## config.mk

```make
export PLATFORM = sky130hd
export DESIGN_NAME = rom_download_ctrl
export DESIGN_NICKNAME = d
export VERILOG_FILES = /design/src/rtl/rom_download_ctrl.sv
export SDC_FILE = /design/constraint.sdc
export NUM_CORES = 1
export LEC_CHECK = 0
export CAP_MARGIN = 40
export CORE_ASPECT_RATIO = 0.7
export CORE_MARGIN = 2
export CORE_UTILIZATION = 56
export CTS_BUF_LIST = sky130_fd_sc_hd__clkbuf_8
export DETAILED_ROUTE_END_ITERATION = 8
export GPL_ROUTABILITY_DRIVEN = 1
export PLACE_DENSITY = 0.82
export SYNTH_ARGS = -nofsm -noshare
export SYNTH_HDL_FRONTEND = slang
export SYNTH_SLANG_ARGS = --single-unit
export TNS_END_PERCENT = 30
```

## constraint.sdc

```tcl
create_clock -name clk_sys -period 4 [get_ports clk_sys]
set_input_delay 0.8 -clock clk_sys [delete_from_list [all_inputs] [get_ports clk_sys]]
set_output_delay 0.8 -clock clk_sys [all_outputs]
set_load 0.05 [all_outputs]
```

## src/rtl/rom_download_ctrl.sv

```systemverilog
// ROM download sequencer: buffers data_io bytes in a small FIFO and writes them to
// the two SDRAM ports with a toggle req/ack handshake, then releases the core reset.
`timescale 1ns/1ps
module rom_download_ctrl #(
  parameter logic [24:0] TILE_BASE   = 25'h20000,
  parameter int          FIFO_DEPTH  = 4,
  parameter int          RST_HOLD    = 16,
  parameter int          ACK_TIMEOUT = 255
) (
  input  logic        clk_sys,
  input  logic        reset,
  input  logic        ioctl_downl,
  input  logic        ioctl_wr,
  input  logic [24:0] ioctl_addr,
  input  logic [7:0]  ioctl_dout,
  input  logic        user_rst,
  output logic        port1_req,
  input  logic        port1_ack,
  output logic [22:0] port1_a,
  output logic [1:0]  port1_ds,
  output logic        port1_we,
  output logic [15:0] port1_d,
  output logic        port2_req,
  input  logic        port2_ack,
  output logic [22:0] port2_a,
  output logic [1:0]  port2_ds,
  output logic        port2_we,
  output logic [15:0] port2_d,
  output logic        dl_gate,
  output logic        core_reset,
  output logic        rom_loaded,
  output logic [24:0] byte_count,
  output logic        overflow,
  output logic        timeout
);

  localparam int AW = (FIFO_DEPTH > 1) ? $clog2(FIFO_DEPTH) : 1;
  localparam int CW = AW + 1;
  localparam int TW = $clog2(ACK_TIMEOUT + 1);
  localparam int HW = $clog2(RST_HOLD + 1);

  typedef enum logic [2:0] {S_WAIT, S_LOAD, S_DRAIN, S_HOLD, S_RUN} state_t;

  state_t          state_reg;
  logic            wr_reg;
  logic [24:0]     addr_mem [FIFO_DEPTH];
  logic [7:0]      data_mem [FIFO_DEPTH];
  logic [AW-1:0]   wr_ptr_reg;
  logic [AW-1:0]   rd_ptr_reg;
  logic [CW-1:0]   count_reg;
  logic            busy_reg;
  logic            sel_reg;
  logic [TW-1:0]   wait_cnt_reg;
  logic [HW-1:0]   hold_cnt_reg;

  logic            push_req, push, fifo_full, fifo_empty, issue;
  logic [24:0]     head_addr, sel_addr;
  logic [7:0]      head_data;
  logic            to_port2, acked, timed_out, done, enter_load, engine_park;
  logic [22:0]     issue_a;
  logic [1:0]      issue_ds;
  logic [15:0]     issue_d;

  // A strobe is a rising edge of ioctl_wr seen while the download is active.
  assign push_req   = ioctl_wr & ~wr_reg & ioctl_downl;
  assign fifo_full  = (count_reg == CW'(FIFO_DEPTH));
  assign fifo_empty = (count_reg == '0);
  assign push       = push_req & ~fifo_full;
  assign issue      = ~busy_reg & ~fifo_empty;

  assign head_addr = addr_mem[rd_ptr_reg];
  assign head_data = data_mem[rd_ptr_reg];
  assign to_port2  = (head_addr >= TILE_BASE);
  assign sel_addr  = to_port2 ? (head_addr - TILE_BASE) : head_addr;
  assign issue_a   = 23'(sel_addr >> 1);
  assign issue_ds  = {head_addr[0], ~head_addr[0]};
  assign issue_d   = {head_data, head_data};

  // Completion is req==ack on the port the outstanding byte went to.
  assign acked       = sel_reg ? (port2_req == port2_ack) : (port1_req == port1_ack);
  assign timed_out   = busy_reg & ~acked & (wait_cnt_reg == TW'(ACK_TIMEOUT - 1));
  assign done        = busy_reg & (acked | timed_out);
  assign enter_load  = ioctl_downl & ((state_reg == S_WAIT) | (state_reg == S_HOLD) |
                                      (state_reg == S_RUN));
  assign engine_park = (state_reg == S_RUN) | (state_reg == S_WAIT);

  always_ff @(posedge clk_sys) begin
    if (push) begin
      addr_mem[wr_ptr_reg] <= ioctl_addr;
      data_mem[wr_ptr_reg] <= ioctl_dout;
    end
  end

  always_ff @(posedge clk_sys) begin
    if (reset) begin
      wr_reg     <= 1'b0;
      wr_ptr_reg <= '0;
      rd_ptr_reg <= '0;
      count_reg  <= '0;
    end else begin
      wr_reg <= ioctl_wr;
      if (push)  wr_ptr_reg <= wr_ptr_reg + AW'(1);
      if (issue) rd_ptr_reg <= rd_ptr_reg + AW'(1);
      case ({push, issue})
        2'b10:   count_reg <= count_reg + CW'(1);
        2'b01:   count_reg <= count_reg - CW'(1);
        default: count_reg <= count_reg;
      endcase
    end
  end

  // Issue engine: one byte in flight; outputs of a port are held until its next issue.
  always_ff @(posedge clk_sys) begin
    if (reset) begin
      busy_reg     <= 1'b0;
      sel_reg      <= 1'b0;
      wait_cnt_reg <= '0;
      port1_req    <= port1_ack;
      port2_req    <= port2_ack;
      port1_we     <= 1'b0;
      port2_we     <= 1'b0;
      port1_a      <= '0;
      port1_ds     <= '0;
      port1_d      <= '0;
      port2_a      <= '0;
      port2_ds     <= '0;
      port2_d      <= '0;
    end else if (issue) begin
      busy_reg     <= 1'b1;
      sel_reg      <= to_port2;
      wait_cnt_reg <= '0;
      if (to_port2) begin
        port2_req <= ~port2_req;
        port2_a   <= issue_a;
        port2_ds  <= issue_ds;
        port2_d   <= issue_d;
        port2_we  <= 1'b1;
      end else begin
        port1_req <= ~port1_req;
        port1_a   <= issue_a;
        port1_ds  <= issue_ds;
        port1_d   <= issue_d;
        port1_we  <= 1'b1;
      end
    end else if (busy_reg) begin
      if (done) busy_reg <= 1'b0;
      else      wait_cnt_reg <= wait_cnt_reg + TW'(1);
    end else if (engine_park) begin
      port1_we <= 1'b0;
      port2_we <= 1'b0;
    end
  end

  always_ff @(posedge clk_sys) begin
    if (reset) begin
      state_reg    <= S_WAIT;
      hold_cnt_reg <= '0;
      core_reset   <= 1'b1;
      rom_loaded   <= 1'b0;
      dl_gate      <= 1'b0;
      byte_count   <= '0;
      overflow     <= 1'b0;
      timeout      <= 1'b0;
    end else begin
      if (push)                  byte_count <= byte_count + 25'd1;
      if (push_req && fifo_full) overflow   <= 1'b1;
      if (timed_out)             timeout    <= 1'b1;

      if (enter_load) begin
        // A new download restarts the statistics; a byte accepted this cycle counts.
        state_reg  <= S_LOAD;
        byte_count <= 25'(push);
        overflow   <= 1'b0;
        timeout    <= 1'b0;
        rom_loaded <= 1'b0;
        dl_gate    <= 1'b1;
        core_reset <= 1'b1;
      end else begin
        case (state_reg)
          S_WAIT: begin
            core_reset <= 1'b1;
            dl_gate    <= 1'b0;
          end
          S_LOAD: begin
            if (!ioctl_downl) state_reg <= S_DRAIN;
          end
          S_DRAIN: begin
            if (fifo_empty && (!busy_reg || done)) begin
              state_reg    <= S_HOLD;
              hold_cnt_reg <= '0;
              dl_gate      <= 1'b0;
            end
          end
          S_HOLD: begin
            if (hold_cnt_reg == HW'(RST_HOLD - 1)) begin
              rom_loaded <= 1'b1;
              state_reg  <= S_RUN;
              core_reset <= user_rst;
            end else begin
              hold_cnt_reg <= hold_cnt_reg + HW'(1);
            end
          end
          S_RUN: begin
            core_reset <= user_rst;
          end
          default: state_reg <= S_WAIT;
        endcase
      end
    end
  end

endmodule

```

==> impl_metrics.csv <==
group,metric,value,unit
setup_path,cp.required,4.39,ns
global_route,grt_use_total,22.6,%
routing,viasPerCell,5.49,
clock_network,postCtsSetupBuffers,0,
clock_network,clkSinkCount,260,
yosys,netlist_area,10200,um2
yosys,synth_top_area_cell,"edfxtp_1",
yosys,ys.flop_type,"edfxtp_1",
sta,post-route-period-util,81.9,%
setup_path,cp_slowest_cell,"dfxtp_2",
run_status,status,"finished, final reports clean",
clock_network,cts_hold_buf,0,
die,die_h,117,um
yosys,synth-simple-area-share,10.4,%
global_route,grt.overflow.total,0,
yosys,syn_nets,796,
clock_network,clk_latency,0.52,ns
global_route,grt_max_degree,54,
die,fp-row-count,41,
routing,routed_wl,21800,um
yosys,synth_adder_area_share,1.66,%
finish,n_fill_cell,1229,
setup_path,cp_max_fo,30,
sta,fin_tns_setup,0,ns
sta,whs,0.459,ns
routing,drc,0,
placement,io_buffers,155,
routing,vias,6452,
finish,final_core_util,70.3,%
flow_run,cap_violations,0,
power,p_leak,4.35,nW
yosys,synth_top_area_share,39.3,%
yosys,synth-compound-area-share,3.81,%
die,start_util,57.1,%
yosys,ys_async_sr_fraction,0,%
sta,drv_slew,0,
routing,drt-pass1-iter-count,5,
sta,hold_violations,0,
global_route,grt_pass1_vias,6260,
setup_path,cp.buffers_inverters,2,
routing,wire_per_inst,18.5,um
sta,fmax,305,MHz
finish,num-nets-final,962,
setup_path,crit_family,"multiplexers",
clock_network,clk_pin_slew,0.06,ns
sta,fin_skew,0.0307,ns
clock_network,clk_path_buf_depth,3,
setup_path,critPathCaptureType,"flip-flop",
yosys,yosys_warnings,0,
power,peakVddDrop,0.453,mV
yosys,synth_mux_area_share,12.7,%
finish,seq_area,6550,um2
power,seqPwrFrac,42.2,%
clock_network,cts_made_buffers,39,
yosys,postSynthCellCount,743,
finish,synthToLayoutAreaGrowth,23.2,%
yosys,yosys.area_share.xor_xnor,3.33,%
setup_path,crit_path_start_kind,"flip-flop",
yosys,netlist_top_cells_area,"edfxtp_1 (39%), dfxtp_1 (25%), mux4_2 (7.3%), mux2i_1 (5.4%), nor2_1 (4.0%)",
die,ios,156,
yosys,syn-mean-instance-area,13.8,um2
clock_network,cts-root-buf,"clkbuf_8",
setup_path,crit_chain,"mux4_2 > inv_1 > ha_1 > nor2b_1 > nand3_1 > a211oi_4 > buf_4 > mux2i_1 > nor2_1",
sta,final-setup-viol-count,0,
routing,ant_nets,0,
setup_path,worst-setup-path-type,"reg -> reg",
yosys,synth_edf_count,134,
sta,slew_headroom,58.6,%
clock_network,cts_tree,"done",
yosys,synth_common_cells,"edfxtp_1 (134), dfxtp_1 (126), nor2_1 (108)",
yosys,synth-seq-cells,260,
placement,dp_hpwl,14700,um
power,switchingPower,2.68,mW
yosys,synth.distinct_cells,51,
finish,largest_register,"addr_mem",
sta,rsz0062_at_grt,"false",
sta,final.min_clock_period,3.28,ns
die,die_w,166,um
clock_network,htreeDepth,2,
placement,gp_congestion,0.775,
yosys,seq_area_frac_synth,63.9,%
worst_hold_path,min_path_type,"reg -> reg",
finish,drive_gt1_share,13.8,%
setup_path,crit_arrival,3.66,ns
global_route,antenna_found_initial,0,
sta,tightest_slew,0.621,ns
power,power_density,608,nW/um2
power,clockPowerShare,25.7,%
global_route,grt_pass1_wl,34200,um
die,dieArea,19400,um2
power,power.share.combinational,32.1,%
routing,drt_iter0_markers,605,
yosys,synth_top_family_by_area,"multiplexers",
clock_network,cts_resized,0,
finish,largestRegisters,"addr_mem x100, data_mem x32, byte_count x25",
finish,multi_input_area,3280,um2
die,core_area,18000,um2
setup_path,slowest_delay,0.70,ns
power,swShare,35.0,%
yosys,yosysMostFrequentCell,"edfxtp_1",
finish,largest_reg_flops,100,
power,internal_power,4.99,mW
-- final timing paths --
check | start | to | slack [ns] | cells after the start
min reg2reg | port1_a[18] | port1_a[18] | 0.46 | 1
max | flip-flop | port1_a[4] | 0.72 | 9
max reg2reg | flip-flop | port1_a[4] | 0.72 | 9
min | port1_a[18] | port1_a[18] | 0.46 | 1
-- final cells by class --
cell class / count / area share [%]
antenna: 1 / 0.0198
clock buffer: 43 / 4.69
clock inverter: 28 / 0.932
inverter: 17 / 0.506
multi-input combinational: 417 / 26.0
sequential: 260 / 51.9
tap: 236 / 2.34
timing repair buffer: 174 / 13.7
-- cells by family after synthesis --
group / count (synthesis)
AO/OA/AOI/OAI: 54
XOR/XNOR: 39
adder cells (fa/ha/maj): 13
buffers and inverters: 66
flip-flops: 260
multiplexers: 89
AND/OR/NAND/NOR: 222
-- worst register-to-register path, stage by stage (launching register included) --
cell      delay (ns)
dfxtp_2         0.70
mux4_2          0.66
inv_1           0.11
ha_1            0.20
nor2b_1         0.23
nand3_1         0.15
a211oi_4        0.21
buf_4           0.54
mux2i_1         0.29
nor2_1          0.05
-- power by group through the flow --
stage / clock [mW] / combinational, mW / sequential [mW]
floorplan: 0 / 1.51 / 3.67
global placement: 0 / 2.41 / 3.28
detailed placement: 0 / 2.46 / 3.29
CTS: 2.00 / 2.48 / 3.24
global route: 2.14 / 2.62 / 3.27
finish: 1.97 / 2.46 / 3.24
-- stage by stage --
| step | total power [mW] | setup slack (ns) | instances | instance area [um2] |
|---|---|---|---|---|
| floorplan | 5.18 | 0.814 | 743 | 10200 |
| global placement | 5.70 | 0.794 | 1103 | 11900 |
| detailed placement | 5.75 | 0.727 | 1104 | 11900 |
| CTS | 7.72 | 0.714 | 1175 | 12600 |
| global route | 8.03 | 0.524 | 1175 | 12600 |
| finish | 7.67 | 0.724 | 1176 | 12600 |
-- layout by cell type (no fill, tap or decap), drive strengths merged, types with 8 or more instances in the layout --
master           n
nand3           10
mux2i           55
ha              12
mux4            33
inv             31
a21oi           18
nor3            11
xnor2           15
clkbuf          43
nand2           28
o21ai            8
nand4            8
clkinv          13
xor2            24
and3             8
edfxtp         134
a211oi          10
nor2           115
and2            11
buf             20
dfxtp          126
clkdlybuf4s50  154
-- metal layers --
metal	track usage, %	share of wire, %
met5	0	0
met1	33.3	47
met2	34.7	45
met3	4.91	7.1
met4	5.62	1.1
No activity file was read; power rests on OpenSTA's default activity.
